[config.mk]
export PLATFORM = sky130hd
export DESIGN_NAME = tdm_demux_1x4_flat
export DESIGN_NICKNAME = d
export VERILOG_FILES = /design/src/rtl/tdm_demux_1x4_pkg.sv /design/src/rtl/tdm_demux_1x4_if.sv /design/src/rtl/tdm_slot_ctr.sv /design/src/rtl/tdm_demux_1x4.sv /design/src/flat_wrapper.sv
export SDC_FILE = /design/constraint.sdc
export NUM_CORES = 1
export LEC_CHECK = 0
export CORE_AREA = 2 2 39 41
export DETAILED_ROUTE_END_ITERATION = 7
export DIE_AREA = 0 0 41 43
export PLACE_DENSITY_LB_ADDON = 0.3
export SLEW_MARGIN = 30
export SYNTH_ARGS = -nofsm -noshare
export SYNTH_HDL_FRONTEND = slang
export SYNTH_SLANG_ARGS = --single-unit
[constraint.sdc]
create_clock -name clk -period 1.6 [get_ports clk]
set_input_delay 0.4 -clock clk [delete_from_list [all_inputs] [get_ports clk]]
set_output_delay 0.4 -clock clk [all_outputs]
set_load 0.03 [all_outputs]
[src/rtl/tdm_demux_1x4_pkg.sv]
// Shared constants and FSM state encoding for the 4-slot TDM demultiplexer.
package tdm_demux_1x4_pkg;

    localparam int unsigned NUM_SLOTS = 4;
    localparam int unsigned SLOT_W    = 2;

    typedef enum logic [0:0] {
        IDLE = 1'b0,
        RUN  = 1'b1
    } state_e;

endpackage

[src/rtl/tdm_demux_1x4_if.sv]
// Serial-in / frame-out bus of the TDM demultiplexer; master drives samples, slave is the demux.
interface tdm_demux_1x4_if
    import tdm_demux_1x4_pkg::*;
#(
    parameter int unsigned WIDTH = 1
);

    logic              en;
    logic [WIDTH-1:0]  din;
    logic              fsync;
    logic              err_clr;
    logic [WIDTH-1:0]  y0;
    logic [WIDTH-1:0]  y1;
    logic [WIDTH-1:0]  y2;
    logic [WIDTH-1:0]  y3;
    logic              frame_valid;
    logic [SLOT_W-1:0] slot;
    logic              err;

    modport master (
        output en, din, fsync, err_clr,
        input  y0, y1, y2, y3, frame_valid, slot, err
    );

    modport slave (
        input  en, din, fsync, err_clr,
        output y0, y1, y2, y3, frame_valid, slot, err
    );

endinterface

[src/rtl/tdm_slot_ctr.sv]
// 2-bit slot counter: clear, load-to-1 on sync, increment; wrap flag marks the slot-3 advance.
module tdm_slot_ctr
    import tdm_demux_1x4_pkg::*;
(
    input  logic              clk,
    input  logic              rst,
    input  logic              i_inc,
    input  logic              i_load1,
    input  logic              i_clr,
    output logic [SLOT_W-1:0] o_slot,
    output logic              o_wrap_c
);

    logic [SLOT_W-1:0] r_slot;

    always_ff @(posedge clk) begin
        if (rst) begin
            r_slot <= '0;
        end else if (i_clr) begin
            r_slot <= '0;
        end else if (i_load1) begin
            r_slot <= SLOT_W'(1);
        end else if (i_inc) begin
            r_slot <= r_slot + SLOT_W'(1);
        end
    end

    assign o_slot   = r_slot;
    assign o_wrap_c = i_inc && (r_slot == SLOT_W'(NUM_SLOTS - 1));

endmodule

[src/rtl/tdm_demux_1x4.sv]
// Four-slot TDM demultiplexer: fsync-aligned samples gathered into shadow regs, frame published on slot 3.
// Optional sticky sync-error flag enabled by defining TDM_DEMUX_ERR_EN.
module tdm_demux_1x4
    import tdm_demux_1x4_pkg::*;
#(
    parameter int unsigned WIDTH = 1
) (
    input logic             clk,
    input logic             rst,
    tdm_demux_1x4_if.slave  bus
);

    localparam logic [0:0] ST_IDLE = IDLE;
    localparam logic [0:0] ST_RUN  = RUN;

    logic [0:0]        r_state;
    logic [0:0]        w_state_nxt;
    logic [WIDTH-1:0]  r_sh0;
    logic [WIDTH-1:0]  r_sh1;
    logic [WIDTH-1:0]  r_sh2;
    logic [WIDTH-1:0]  r_y0;
    logic [WIDTH-1:0]  r_y1;
    logic [WIDTH-1:0]  r_y2;
    logic [WIDTH-1:0]  r_y3;
    logic              r_frame_valid;
    logic [2:0]        w_ld_sh;
    logic              w_inc;
    logic              w_load1;
    logic              w_clr;
    logic              w_err_set;
    logic              w_frame_done;
    logic [SLOT_W-1:0] w_slot;

    tdm_slot_ctr u_slot_ctr (
        .clk      (clk),
        .rst      (rst),
        .i_inc    (w_inc),
        .i_load1  (w_load1),
        .i_clr    (w_clr),
        .o_slot   (w_slot),
        .o_wrap_c (w_frame_done)
    );

    always_ff @(posedge clk) begin
        if (rst) begin
            r_state <= ST_IDLE;
        end else begin
            r_state <= w_state_nxt;
        end
    end

    // Next state, counter control and channel steering; an fsync accept always restarts at slot 0.
    always_comb begin
        w_state_nxt = r_state;
        w_inc       = 1'b0;
        w_load1     = 1'b0;
        w_clr       = 1'b0;
        w_ld_sh     = 3'b000;
        w_err_set   = 1'b0;
        if (bus.en) begin
            case (r_state)
                ST_IDLE: begin
                    if (bus.fsync) begin
                        w_load1     = 1'b1;
                        w_ld_sh[0]  = 1'b1;
                        w_state_nxt = ST_RUN;
                    end
                end
                ST_RUN: begin
                    if (w_slot == SLOT_W'(0)) begin
                        if (bus.fsync) begin
                            w_load1    = 1'b1;
                            w_ld_sh[0] = 1'b1;
                        end else begin
                            w_clr       = 1'b1;
                            w_err_set   = 1'b1;
                            w_state_nxt = ST_IDLE;
                        end
                    end else if (bus.fsync) begin
                        w_load1    = 1'b1;
                        w_ld_sh[0] = 1'b1;
                        w_err_set  = 1'b1;
                    end else begin
                        w_inc = 1'b1;
                        case (w_slot)
                            SLOT_W'(1): w_ld_sh[1] = 1'b1;
                            SLOT_W'(2): w_ld_sh[2] = 1'b1;
                            default:    ;
                        endcase
                    end
                end
                default: w_state_nxt = ST_IDLE;
            endcase
        end
    end

    always_ff @(posedge clk) begin
        if (rst) begin
            r_sh0 <= '0;
            r_sh1 <= '0;
            r_sh2 <= '0;
        end else begin
            if (w_ld_sh[0]) r_sh0 <= bus.din;
            if (w_ld_sh[1]) r_sh1 <= bus.din;
            if (w_ld_sh[2]) r_sh2 <= bus.din;
        end
    end

    // Slot 3 bypasses its shadow so the frame lands on the same edge as its last sample.
    always_ff @(posedge clk) begin
        if (rst) begin
            r_y0          <= '0;
            r_y1          <= '0;
            r_y2          <= '0;
            r_y3          <= '0;
            r_frame_valid <= 1'b0;
        end else begin
            r_frame_valid <= w_frame_done;
            if (w_frame_done) begin
                r_y0 <= r_sh0;
                r_y1 <= r_sh1;
                r_y2 <= r_sh2;
                r_y3 <= bus.din;
            end
        end
    end

`ifdef TDM_DEMUX_ERR_EN
    logic r_err;

    always_ff @(posedge clk) begin
        if (rst) begin
            r_err <= 1'b0;
        end else if (w_err_set) begin
            r_err <= 1'b1;
        end else if (bus.err_clr) begin
            r_err <= 1'b0;
        end
    end

    assign bus.err = r_err;
`else
    logic w_unused_err;
    assign w_unused_err = ^{bus.err_clr, w_err_set};
    assign bus.err      = 1'b0;
`endif

    assign bus.y0          = r_y0;
    assign bus.y1          = r_y1;
    assign bus.y2          = r_y2;
    assign bus.y3          = r_y3;
    assign bus.frame_valid = r_frame_valid;
    assign bus.slot        = w_slot;

endmodule

[src/flat_wrapper.sv]
// flat-port wrapper written by rule: the top's interface ports become plain ports
module tdm_demux_1x4_flat import tdm_demux_1x4_pkg::*;
#(
    parameter int unsigned WIDTH = 1
)
  (clk, rst, bus_en, bus_din, bus_fsync, bus_err_clr, bus_y0, bus_y1, bus_y2, bus_y3, bus_frame_valid, bus_slot, bus_err);
  tdm_demux_1x4_if #(.WIDTH(WIDTH)) bus_i ();
  input logic clk;
  input logic rst;
  input wire logic [$bits(bus_i.en)-1:0] bus_en;
  input wire logic [$bits(bus_i.din)-1:0] bus_din;
  input wire logic [$bits(bus_i.fsync)-1:0] bus_fsync;
  input wire logic [$bits(bus_i.err_clr)-1:0] bus_err_clr;
  output wire logic [$bits(bus_i.y0)-1:0] bus_y0;
  output wire logic [$bits(bus_i.y1)-1:0] bus_y1;
  output wire logic [$bits(bus_i.y2)-1:0] bus_y2;
  output wire logic [$bits(bus_i.y3)-1:0] bus_y3;
  output wire logic [$bits(bus_i.frame_valid)-1:0] bus_frame_valid;
  output wire logic [$bits(bus_i.slot)-1:0] bus_slot;
  output wire logic [$bits(bus_i.err)-1:0] bus_err;
  assign bus_i.en = bus_en;
  assign bus_i.din = bus_din;
  assign bus_i.fsync = bus_fsync;
  assign bus_i.err_clr = bus_err_clr;
  assign bus_y0 = bus_i.y0;
  assign bus_y1 = bus_i.y1;
  assign bus_y2 = bus_i.y2;
  assign bus_y3 = bus_i.y3;
  assign bus_frame_valid = bus_i.frame_valid;
  assign bus_slot = bus_i.slot;
  assign bus_err = bus_i.err;
  tdm_demux_1x4 #(.WIDTH(WIDTH)) u_core (.clk(clk), .rst(rst), .bus(bus_i));
endmodule
Yosys cells after proc, flatten, opt, wreduce, memory -nomap -nowiden
Cells that the tools add are included.
{"block": "op_classes", "reduce_logical": 5, "add_sub_neg": 1, "n_bitwise": 1, "n_eq_ne": 3, "n_mux": 19}
{"op": "2-to-1 mux 1 bit", "count": 14}
{"op": "2-to-1 mux 2 bit", "count": 3}
{"op": "== test 2 bit (second input constant)", "count": 2}
{"op": "2-to-1 mux 3 bit", "count": 1}
{"op": "OR reduction 3 bit", "count": 1}
{"op": "adder 2 x 1 -> 2 bit (second input constant)", "count": 1}
{"op": "== test 2 x 1 -> 1 bit (second input constant)", "count": 1}
{"op": "zero test 2 bit", "count": 1}
{"op": "one-hot mux 1 bit (2 select lines)", "count": 1}
{"op": "nonzero test 2 bit", "count": 1}
{"op": "OR reduction 2 bit", "count": 1}
{"op": "logical AND 1 bit", "count": 1}
{"op": "inverter 1 bit", "count": 1}
{"block": "totals", "inputBits": 6, "output_inout_bits": 8, "word_cells": 40, "register_bits": 11}

Longest topological paths before layout
{"block": "logic_depth", "ltp_word": 6, "mapped_depth": 6, "mapped_depth_nobuf": 5}

Cells and area by module
Synthesis repeated with hierarchy kept, for this count alone.
{"block": "hier_totals", "cells_unflattened": 49, "area_unflattened_um2": 496.7}
{"module": "tdm_demux_1x4", "area_each_um2": 394.1, "cells_each": 40, "n_inst": 1, "seq_area_each_um2": 180.2}
{"module": "tdm_slot_ctr", "area_each_um2": 102.6, "cells_each": 9, "n_inst": 1, "seq_area_each_um2": 40.0}

Worst setup path before layout
No wires, ideal clock.
{"block": "synth_timing", "path_kind": "reg2reg", "startpoint": "register u_core.u_slot_ctr.r_slot[0] (netlist: u_core.u_slot_ctr.o_slot[0])", "endpoint": "register u_core.r_y3 (netlist: u_core.bus.y3)", "path_stages_with_launch": 7, "setup_time_ps": 72, "arrival_ps": 1602, "path_slack_ps": -74, "period_less_slack_ps": 1674, "required_time_ps": 1528, "path_buffers": 1, "cell_sequence": "dfxtp_1 inv_1 ha_1 and4bb_2 buf_4 and2_4 mux2i_1"}
{"block": "synth_between", "elab_chain_len": 5, "elab_cells_between_ends": 6, "classes_between": "eq/ne: 1; mux: 3; reduce/logical: 2"}
{"item": "start: declaration", "line": "tdm_slot_ctr.sv:14", "text": "logic [SLOT_W-1:0] r_slot;"}
{"item": "start signal: assignment", "line": "tdm_slot_ctr.sv:24", "text": "r_slot <= r_slot + SLOT_W'(1);"}
{"item": "zero test 2 bit", "line": "tdm_demux_1x4.sv:70", "text": "if (w_slot == SLOT_W'(0)) begin"}
{"item": "2-to-1 mux 1 bit", "line": "tdm_demux_1x4.sv:70"}
{"item": "2-to-1 mux 1 bit", "line": "tdm_demux_1x4.sv:61", "text": "case (r_state)"}
{"item": "2-to-1 mux 1 bit", "line": "tdm_demux_1x4.sv:60", "text": "if (bus.en) begin"}
{"item": "logical AND 1 bit (*)", "line": "tdm_slot_ctr.sv:29", "text": "assign o_wrap_c = i_inc && (r_slot == SLOT_W'(NUM_SLOTS - 1));"}
{"item": "end signal: assignment", "line": "tdm_demux_1x4.sv:123", "text": "r_y3 <= bus.din;"}
{"item": "end: declaration", "line": "tdm_demux_1x4.sv:24", "text": "logic [WIDTH-1:0] r_y3;"}
Every way passes the cells marked *; elsewhere a longest branch is shown, timed or not.
A chain may end at the register's enable or synchronous reset.

Final worst setup path
{"block": "layout_timing", "startpoint": "register u_core.u_slot_ctr.r_slot[0] (netlist: u_core.u_slot_ctr.o_slot[0])", "endpoint": "register u_core.r_y1 (netlist: u_core.bus.y1)"}
{"block": "layout_between", "elab_chain_len": 5, "elab_cells_between_ends": 6, "classes_between": "eq/ne: 1; mux: 3; reduce/logical: 2"}
{"item": "zero test 2 bit", "line": "tdm_demux_1x4.sv:70"}
{"item": "2-to-1 mux 1 bit", "line": "tdm_demux_1x4.sv:70"}
{"item": "2-to-1 mux 1 bit", "line": "tdm_demux_1x4.sv:61"}
{"item": "2-to-1 mux 1 bit", "line": "tdm_demux_1x4.sv:60"}
{"item": "logical AND 1 bit (*)", "line": "tdm_slot_ctr.sv:29"}
{"item": "end signal: assignment", "line": "tdm_demux_1x4.sv:121", "text": "r_y1 <= r_sh1;"}
{"item": "end: declaration", "line": "tdm_demux_1x4.sv:22", "text": "logic [WIDTH-1:0] r_y1;"}
Marked as above.

==> metrics <==
Mapped Cells=55; clock network power share=35.5%; multiplexer share of the synthesized area=11.3%; clock skew=5.40 ps; busiest grt layer=met2; routability congestion estimate from global placement=0.670; count leader, synth=dfxtp_1; synthesized-area fraction occupied by adder cells=11.7%; max cap viols=0; Synth Cell Area=533 sq um; initial antenna violation count=0; GR met2 Demand/Resource=17.8%; Seq pwr share=54.1%; CTS tree=built; Non-Filler Instances=86; Comb pwr share=10.3%; r2r setup slk=140 ps; global route overflow=0; Power Density=758 nW/um^2; Die Span Y=43 microns; sequential share of the synthesized area=41.3%; Final Cycle Share=91.5%; EDFF count, synth=0; r2r endpoint=u_core.bus.y1$_SDFFE_PP0P_; crit path time final=1460 ps; Syn. warnings=0; vias in the first global route=345; fraction of layout cells with a size suffix above 1=15.7%; Inserted Diodes=0; Final Max Slew Viols=0; main flop type after synthesis=dfxtp_1; Req. time, crit path=1800 ps; Worst Setup Start Kind=flip-flop; Yosys cell types=19; CP endpoint kind=flip-flop; Slowest Stage Delay on Critical Path=390 ps; async set-reset flop share out of synthesis=0%; final WL=844 microns; DP Wirelength=655 microns; Initial Util=38.5%; Layout area overhead=29.6%; GRT Total Usage=12.4%; setup tns final=0 ps; ordered list of cells on the worst path=inv_1, ha_1, and4bb_4, and2_4, mux2i_1; met1 Usage GRT=16.8%; Die W=41 microns; register bit total from synthesis=11; fin util=49.9%; clock root buffer=clkbuf_4; CP arrival=1660 ps; RSZ-0062 raised after global routing=no; status=complete, no violations; Fin. Hold Viols=0; post-route setup slack=135 ps; FF-to-FF Start=u_core.u_slot_ctr.o_slot[0]$_SDFFE_PP0P_; CTS Sinks=11; # setup viols final=0; synth cell count leaders=dfxtp_1, nand2_1, nand2b_1, mux2i_1, ha_1; Hold Path Stages=2; post-CTS setup buffer count=0; Die Footprint=1760 sq um; nets@finish=82; top cells by area, synth=dfxtp_1, ha_1, mux2i_1; # rows=14; post-route ant nets=0; Reg clk slew, reported paths=70 ps; first-pass GRT wire length=1480 microns; CORE AREA=1380 sq um; Hold Path Origin=u_core.bus.y1$_SDFFE_PP0P_; Clock Latency Late Sink=260 ps; CTS H-tree lvls=1; Peak VDD IR=0.340 mV; Sw Share=23.0%; clk buf depth=2; mean post-synth cell area=9.69 sq um; routed wire length per instance=9.81 microns; post-synthesis compound-gate area fraction=5.87%; Synth Area in XOR/XNOR=1.64%; # DRC=0; CP max FO=7; TritonCTS buffer count=3; Min-Delay Endpoint=u_core.bus.y1$_SDFFE_PP0P_; post-CTS resize count=7; area leader, netlist=dfxtp_1; first-pass iteration count of the detailed router=3; # fillers=142; combinational family with the most area after synthesis=simple AND/OR/NAND/NOR gates; Power Internal=403 uW; met3 Track Usage GR=3.14%; CP Class=reg2reg; syn_nets=66; routed via count=380; Multi-input gate area=287 sq um; DR iter-0 viols=5; Vias/cell=4.42; I/O pin total=14; hold buffer count at CTS=0; FF/Latch Area=223 sq um; Pwr Total=523 uW; post-synthesis simple-gate area fraction=21.8%; Switch Pwr=120 uW; Crit-path slowest cell=and4bb_4; pin count of the biggest net entering global routing=10; R2R depth=5; port buffer count=11; Leak=0.000318 uW; f_max=683 MHz; Synth top area share=41.3%; DP Worst Slack=-71.9 ps; HP Class=reg2reg; Placed Instances=82
-- worst max path at each step --
stage | end | depth (start not counted) | slack (ps) | startpoint
global route | u_core.bus.y3$_SDFFE_PP0P_ | 5 | 20 | u_core.u_slot_ctr.o_slot[0]$_SDFFE_PP0P_
finish | u_core.bus.y1$_SDFFE_PP0P_ | 5 | 140 | u_core.u_slot_ctr.o_slot[0]$_SDFFE_PP0P_
detailed placement | u_core.bus.y1$_SDFFE_PP0P_ | 4 | -70 | bus_en
CTS | u_core.bus.y1$_SDFFE_PP0P_ | 5 | 100 | u_core.u_slot_ctr.o_slot[0]$_SDFFE_PP0P_
floorplan | u_core.bus.y3$_SDFFE_PP0P_ | 6 | 80 | u_core.u_slot_ctr.o_slot[0]$_SDFFE_PP0P_
global placement | u_core.bus.y1$_SDFFE_PP0P_ | 4 | -60 | bus_en
-- flip-flops by register name, indices dropped and copies added (netlist names) --
signal / flops
u_core.r_sh2: 1
u_core.r_sh1: 1
u_core.bus.y0: 1
u_core.bus.y1: 1
u_core.u_slot_ctr.o_slot: 2
u_core.r_state: 1
u_core.bus.y2: 1
u_core.bus.y3: 1
u_core.r_sh0: 1
u_core.bus.frame_valid: 1
-- cells in the final DEF, fill, tap and decap left out, drive strengths merged --
cell type	instances
dfxtp	11
nand2	7
nand2b	7
dlygate4sd2	7
mux2i	6
ha	5
clkdlybuf4s50	4
clkbuf	4
inv	3
a21oi	3
buf	3
and4bb	1
a41o	1
nor3b	1
and2	1
nand4b	1
o21ai	1
nand3	1
xnor2	1
nor2	1
conb	1
-- power by group through the flow --
| stage | Combinational (uW) | Sequential [uW] | Clock, uW |
|---|---|---|---|
| after floorplan | 27.5 | 292 | 0 |
| after global placement | 54.9 | 290 | 0 |
| after detailed placement | 55.3 | 290 | 0 |
| after CTS | 54.2 | 283 | 193 |
| after global routing | 59.9 | 284 | 203 |
| final | 54.1 | 283 | 186 |
-- per-layer routing --
layer / share of wire (%) / wire length, microns / up-vias
met3: 5.0 / 42 / 2
li1: - / - / 210
met5: 0 / 0 / -
met1: 50 / 426 / 156
met4: 1.8 / 15 / 0
met2: 43 / 360 / 12
-- per-stage QoR --
stage	hold WS, ps	area, sq um
6_report	466	691
4_1_cts	474	687
3_3_place_gp	459	669
3_5_place_dp	460	669
5_1_grt	499	691
2_1_floorplan	436	536
-- kinds of logic (layout without fill, tap and decap cells) --
kind of cell / after synthesis / count (layout)
compound gates: 5 / 5
xor+xnor: 1 / 1
fa+ha+maj: 5 / 5
buf+inv: 6 / 21
flops: 11 / 11
mux: 6 / 6
other cells: 1 / 1
simple gates: 20 / 20
-- final cells by class --
cell class	count	area share (%)
multi-input cells	38	41.5
flip-flops and latches	11	32.2
repair buffers	14	17.9
clock buffers	4	3.80
well taps	16	2.90
inverters	3	1.63
-- worst max-delay path, delay by kind of cell, from the launching register on --
| family | cells | cell delay [ps] |
|---|---|---|
| mux | 1 | 170 |
| simple gates | 2 | 570 |
| flops | 1 | 380 |
| fa+ha+maj | 1 | 200 |
| buf+inv | 1 | 90 |
(Power assumes the default switching activity.)
